**src/rtl/fetch_pkg.sv**
```systemverilog
// Shared pipeline types and constants for the fetch stage.
// Imported by the fetch unit and its buffer.
package fetch_pkg;

  localparam int INSTR_BYTES = 4;
  localparam logic [31:0] NOP_INSTR = 32'h0000_0013;

  typedef struct packed {
    logic [31:0] pc;
    logic [31:0] instr;
  } fetch_entry_t;

endpackage

```
**src/rtl/fetch_buffer.sv**
```systemverilog
// Circular fetch buffer: allocate at tail, fill oldest unfilled,
// pop at head, flush on redirect.
module fetch_buffer
  import fetch_pkg::*;
#(
  parameter int DEPTH = 2,
  parameter int CW    = $clog2(DEPTH) + 1
) (
  input  logic          clk,
  input  logic          rst_n,
  input  logic          alloc,
  input  logic [31:0]   alloc_pc,
  input  logic          fill,
  input  logic [31:0]   fill_instr,
  input  logic          pop,
  input  logic          flush,
  output logic [CW-1:0] used,
  output logic [CW-1:0] unfilled,
  output logic          head_filled,
  output fetch_entry_t  head
);

  localparam int AW = $clog2(DEPTH);

  fetch_entry_t   ent [DEPTH];
  logic [DEPTH-1:0] filled_q;
  logic [AW-1:0]  head_q;
  logic [AW-1:0]  tail_q;
  logic [CW-1:0]  used_q;
  logic [CW-1:0]  nfill_q;
  logic [AW-1:0]  fill_idx;

  // Fills land in order, so filled entries form a prefix from head.
  assign fill_idx    = head_q + nfill_q[AW-1:0];
  assign used        = used_q;
  assign unfilled    = used_q - nfill_q;
  assign head_filled = filled_q[head_q];
  assign head        = ent[head_q];

  always_ff @(posedge clk or negedge rst_n) begin
    if (!rst_n) begin
      head_q   <= '0;
      tail_q   <= '0;
      used_q   <= '0;
      nfill_q  <= '0;
      filled_q <= '0;
    end else if (flush) begin
      head_q   <= tail_q;
      used_q   <= '0;
      nfill_q  <= '0;
      filled_q <= '0;
    end else begin
      if (alloc) begin
        tail_q           <= tail_q + AW'(1);
        filled_q[tail_q] <= 1'b0;
      end
      if (pop) begin
        head_q           <= head_q + AW'(1);
        filled_q[head_q] <= 1'b0;
      end
      if (fill) begin
        filled_q[fill_idx] <= 1'b1;
      end
      used_q  <= used_q + CW'(alloc) - CW'(pop);
      nfill_q <= nfill_q + CW'(fill) - CW'(pop);
    end
  end

  always_ff @(posedge clk) begin
    if (!flush && alloc) begin
      ent[tail_q].pc <= alloc_pc;
    end
    if (!flush && fill) begin
      ent[fill_idx].instr <= fill_instr;
    end
  end

endmodule

```
**src/rtl/fetch_unit.sv**
```systemverilog
// Stage-1 fetch: PC, in-order imem requests, stale-response
// dropping after redirect, and the fetch/decode handshake.
module fetch_unit
  import fetch_pkg::*;
#(
  parameter logic [31:0] RESET_PC = 32'h0000_0000,
  parameter int          DEPTH    = 2
) (
  input  logic        clk,
  input  logic        rst_n,
  output logic        imem_req_valid,
  input  logic        imem_req_ready,
  output logic [31:0] imem_req_addr,
  input  logic        imem_rsp_valid,
  input  logic [31:0] imem_rsp_data,
  input  logic        redirect_valid,
  input  logic [31:0] redirect_pc,
  output logic        fd_valid,
  input  logic        fd_ready,
  output logic [31:0] fd_pc,
  output logic [31:0] fd_instr
);

  localparam int CW = $clog2(DEPTH) + 1;
  localparam logic [CW:0] DEPTH_W = (CW+1)'(DEPTH);

  logic [31:0]   pc_q;
  logic [CW-1:0] drop_q;
  logic [CW-1:0] used;
  logic [CW-1:0] unfilled;
  logic          head_filled;
  fetch_entry_t  head;
  logic          pop;
  logic          accept;
  logic          fill;
  logic [CW-1:0] used_nx;
  logic [CW:0]   occ;

  assign pop     = head_filled && fd_ready && !redirect_valid;
  // Room is judged after this cycle's pop so a freed slot reissues at once.
  assign used_nx = used - CW'(pop);
  assign occ     = {1'b0, used_nx} + {1'b0, drop_q};

  assign imem_req_valid = rst_n && !redirect_valid && (occ < DEPTH_W);
  assign imem_req_addr  = pc_q;
  assign accept         = imem_req_valid && imem_req_ready;
  assign fill = imem_rsp_valid && (drop_q == '0) && !redirect_valid;

  assign fd_valid = head_filled;
  assign fd_pc    = head_filled ? head.pc : '0;
  assign fd_instr = head_filled ? head.instr : '0;

  fetch_buffer #(
    .DEPTH (DEPTH),
    .CW    (CW)
  ) u_buf (
    .clk         (clk),
    .rst_n       (rst_n),
    .alloc       (accept),
    .alloc_pc    (pc_q),
    .fill        (fill),
    .fill_instr  (imem_rsp_data),
    .pop         (pop),
    .flush       (redirect_valid),
    .used        (used),
    .unfilled    (unfilled),
    .head_filled (head_filled),
    .head        (head)
  );

  always_ff @(posedge clk or negedge rst_n) begin
    if (!rst_n) begin
      pc_q   <= RESET_PC;
      drop_q <= '0;
    end else if (redirect_valid) begin
      pc_q   <= redirect_pc & ~32'h3;
      drop_q <= drop_q + unfilled - CW'(imem_rsp_valid);
    end else begin
      if (accept) begin
        pc_q <= pc_q + 32'(INSTR_BYTES);
      end
      if (imem_rsp_valid && drop_q != '0) begin
        drop_q <= drop_q - CW'(1);
      end
    end
  end

  a_rsp_outstanding : assert property (
    @(posedge clk) disable iff (!rst_n)
    imem_rsp_valid |-> (drop_q != '0 || unfilled != '0)
  );

endmodule

```
**config.mk**
```make
export PLATFORM = sky130hd
export DESIGN_NAME = fetch_unit
export DESIGN_NICKNAME = d
export VERILOG_FILES = /design/src/rtl/fetch_pkg.sv /design/src/rtl/fetch_buffer.sv /design/src/rtl/fetch_unit.sv
export SDC_FILE = /design/constraint.sdc
export NUM_CORES = 1
export LEC_CHECK = 0
export ABC_AREA = 0
export CORE_ASPECT_RATIO = 2
export CORE_MARGIN = 2
export CORE_UTILIZATION = 45
export DETAILED_ROUTE_END_ITERATION = 16
export GPL_ROUTABILITY_DRIVEN = 1
export GPL_TIMING_DRIVEN = 0
export PLACE_DENSITY = 0.8
export SYNTH_ARGS = -nofsm -noshare
export SYNTH_HDL_FRONTEND = slang
export SYNTH_SLANG_ARGS = --single-unit
```
**constraint.sdc**
```tcl
create_clock -name clk -period 5.9 [get_ports clk]
set_clock_uncertainty 0.1 [all_clocks]
set_input_delay 0.885 -clock clk [delete_from_list [all_inputs] [get_ports clk]]
set_output_delay 0.885 -clock clk [all_outputs]
set_load 0.01 [all_outputs]
```
==> impl_metrics.csv <==
group,metric,value,unit
timing,final-setup-viol-count,0,
die,pin_count,168,
critical_path,path_max_fanout,9,
logic_synthesis,yosysWarnings,0,
die,chipWidth,93.9,µm
critical_path,setup.worst_path.start_class,"flop",
min_path,hold_class,"input pin to async pin",
cts,post_cts.repair.setup_buffers,0,
layout,nNetsFinal,814,
layout,fin_cells,950,
place,dp_cells,918,
pwr,vdd_ir_drop_max,0.000212,V
critical_path,timing.rr.start,"u_buf.head_q",
critical_path,worstSetupPathType,"flop to output port",
die,start_util,46.1,%
logic_synthesis,syn_inst,548,
cts,cts_resized,0,
timing,hold_viol,0,
timing,slew_violations,0,
logic_synthesis,synth-main-ff-cell,"edfxtp_1",
layout,fin_util,62.3,%
detailed_routing,via_count,5119,
critical_path,r2r_end,"u_buf.ent[1][37]",
grt,grt_remaining_overflow,0,
timing,setup_tns,0,ns
cts,insertion_delay,0.43,ns
grt,antenna_found_initial,0,
place,gp_routability_congestion,0.897,
critical_path,end_kind,"output port",
grt,track_usage,21.2,%
detailed_routing,avgRoutedWirePerCell,18.7,µm
cts,clockRootBuffer,"clkbuf_16",
die,die_h,184,µm
cts,cts_buffer_depth,2,
cts,clk_pin_slew,0.07,ns
place,place_hpwl,13.2,mm
timing,relSlewSlack,25.6,%
die,dieArea,17300,µm²
critical_path,reg2reg_slack,1.10,ns
layout,diodes,0,
detailed_routing,drtAntennaViolNets,0,
die,core_region_area,15800,µm²
layout,syn_to_final_growth,35.0,%
detailed_routing,routed_via_density,5.39,
logic_synthesis,seq_area_frac_synth,64.9,%
place,io_buffers,161,
logic_synthesis,synth-edff-count,124,
run_status,outcome,"finished clean",
die,rows,65,
detailed_routing,dr.pass1.iters,4,
timing,fin_crit,4.87,ns
pwr,p_leak,3.65,nW
logic_synthesis,synth-seq-cells,164,
timing,finalCritPeriodShare,82.5,%
grt,grt_pass1_vias,5400,
timing,worst_slew_pin_slew,1.11,ns
logic_synthesis,ys_types,61,
critical_path,crit_required,4.91,ns
cts,cts_tree,"built",
timing,rsz0062_at_grt,"no",
cts,numCtsBuffers,17,
grt,grt_start_max_net_pins,40,
critical_path,arrival,3.88,ns
logic_synthesis,netlist_area,7280,µm²
layout,layout-drive-gt1-share,10.4,%
cts,cts.sinks,164,
timing,max_freq,0.206,GHz
critical_path,ff2ff_path_depth,14,
cts,ctsHoldBuffers,0,
run,drv_cap,0,
cts,h-tree-depth,4,
logic_synthesis,synth.avg_cell_area,13.3,µm²
grt,grt_pass1_wl,27.6,mm
logic_synthesis,async_flop_share,24.4,%
detailed_routing,routed_wl,17.7,mm
layout,fillers,1218,
detailed_routing,initialDrtViolationCount,201,
pwr,powerDensity,371,nW/µm²
detailed_routing,drc,0,
timing,whs,0.156,ns
-- critical path: stages, from the launching register on --
cell and delay, ns:
dfrtp_1 0.33, buf_2 0.16, mux2i_2 0.71, inv_2 0.10
nand2_1 0.28, nor2_1 0.12, xnor2_1 0.30, nand2_1 0.12
fa_1 0.49, and4b_4 0.28, clkdlybuf4s50_1 0.55
-- state kept, by name, summed over array words and instances (netlist names) --
register / cells
drop_q: 2
imem_req_addr: 30
u_buf.ent: 124
u_buf.filled_q: 2
u_buf.head_q: 1
u_buf.nfill_q: 2
u_buf.tail_q: 1
u_buf.used: 2
-- metrics by stage --
stage               cell area [µm²]  setup WS (ns)  total power, mW
global route                   9820          0.897             3.82
detailed placement             9220          0.836             2.60
finish                         9820           1.03             3.65
floorplan                      7290           1.36             2.14
global placement               9150         -0.232             2.54
CTS                            9820           1.02             3.68
-- power breakdown --
| group | internal (mW) | leakage, nW | switching [mW] |
|---|---|---|---|
| clock | 0.581 | 0.295 | 0.495 |
| sequential | 1.39 | 1.62 | 0.101 |
| combinational | 0.520 | 1.73 | 0.556 |
| total | 2.49 | 3.65 | 1.15 |
-- cell families (layout without fill, tap and decap cells) --
logic type               Yosys count  count (layout)  synth area share, %
AO/OA/AOI/OAI                     71              71                 7.10
XOR/XNOR                          13              13                 1.56
adder cells (fa/ha/maj)            8               8                 1.69
buffers and inverters             51             249                 3.47
flip-flops                       164             164                 64.9
multiplexers                      65              65                 8.99
other                              1               4               0.0515
AND/OR/NAND/NOR                  175             175                 12.2
-- synthesized netlist by cell type, types with 7 or more instances --
master | instances | share of area [%]
nand3_1 | 13 | 0.89
o21ai_0 | 15 | 1.0
dfrtp_1 | 40 | 14
nand4_1 | 11 | 0.95
xnor2_1 | 10 | 1.2
o211ai_1 | 13 | 1.3
edfxtp_1 | 124 | 51
mux2i_1 | 64 | 8.8
o311ai_0 | 7 | 0.84
nand2_1 | 45 | 2.3
buf_2 | 12 | 0.83
nor2_1 | 74 | 3.8
clkbuf_1 | 12 | 0.62
inv_1 | 17 | 0.88
-- placed cells by master, fill, tap and decap left out, types with 12 or more instances in the layout --
master	instances
buf_2	13
clkbuf_1	12
clkbuf_16	17
clkdlybuf4s50_1	160
dfrtp_1	40
edfxtp_1	124
inv_1	17
mux2i_1	64
nand2_1	45
nand3_1	13
nor2_1	73
o211ai_1	13
o21ai_0	15
-- per-layer routing --
layer / vias to the layer above / GRT usage, % / wire, µm
met5: - / 0 / 0
met1: 2458 / 21.5 / 5930
met2: 218 / 38.7 / 9970
met4: 0 / 13.4 / 894
met3: 52 / 4.10 / 926
li1: 2391 / - / -
-- how the worst max path moves through the flow --
stage / startpoint / end / slack [ns] / depth (start not counted)
after floorplan: redirect_valid / u_buf.ent[0][34] / 1.36 / 10
after global placement: rst_n / u_buf.ent[0][56] / -0.23 / 6
after detailed placement: redirect_valid / u_buf.ent[0][37] / 0.84 / 12
after CTS: u_buf.head_q / imem_req_valid / 1.02 / 10
after global routing: u_buf.head_q / u_buf.ent[1][40] / 0.90 / 14
final: u_buf.head_q / imem_req_valid / 1.03 / 10
-- cell type report --
type / instances / area [µm²] / area share [%]
Clock buffer: 18 / 439 / 4.47
Clock inverter: 14 / 160 / 1.63
Buffer: 32 / 169 / 1.72
Inverter: 19 / 83.8 / 0.854
Tap cell: 201 / 251 / 2.56
Multi-Input combinational cell: 336 / 2320 / 23.6
Sequential cell: 164 / 4720 / 48.1
Timing Repair Buffer: 166 / 1680 / 17.1
No activity file was read; power rests on OpenSTA's default activity.
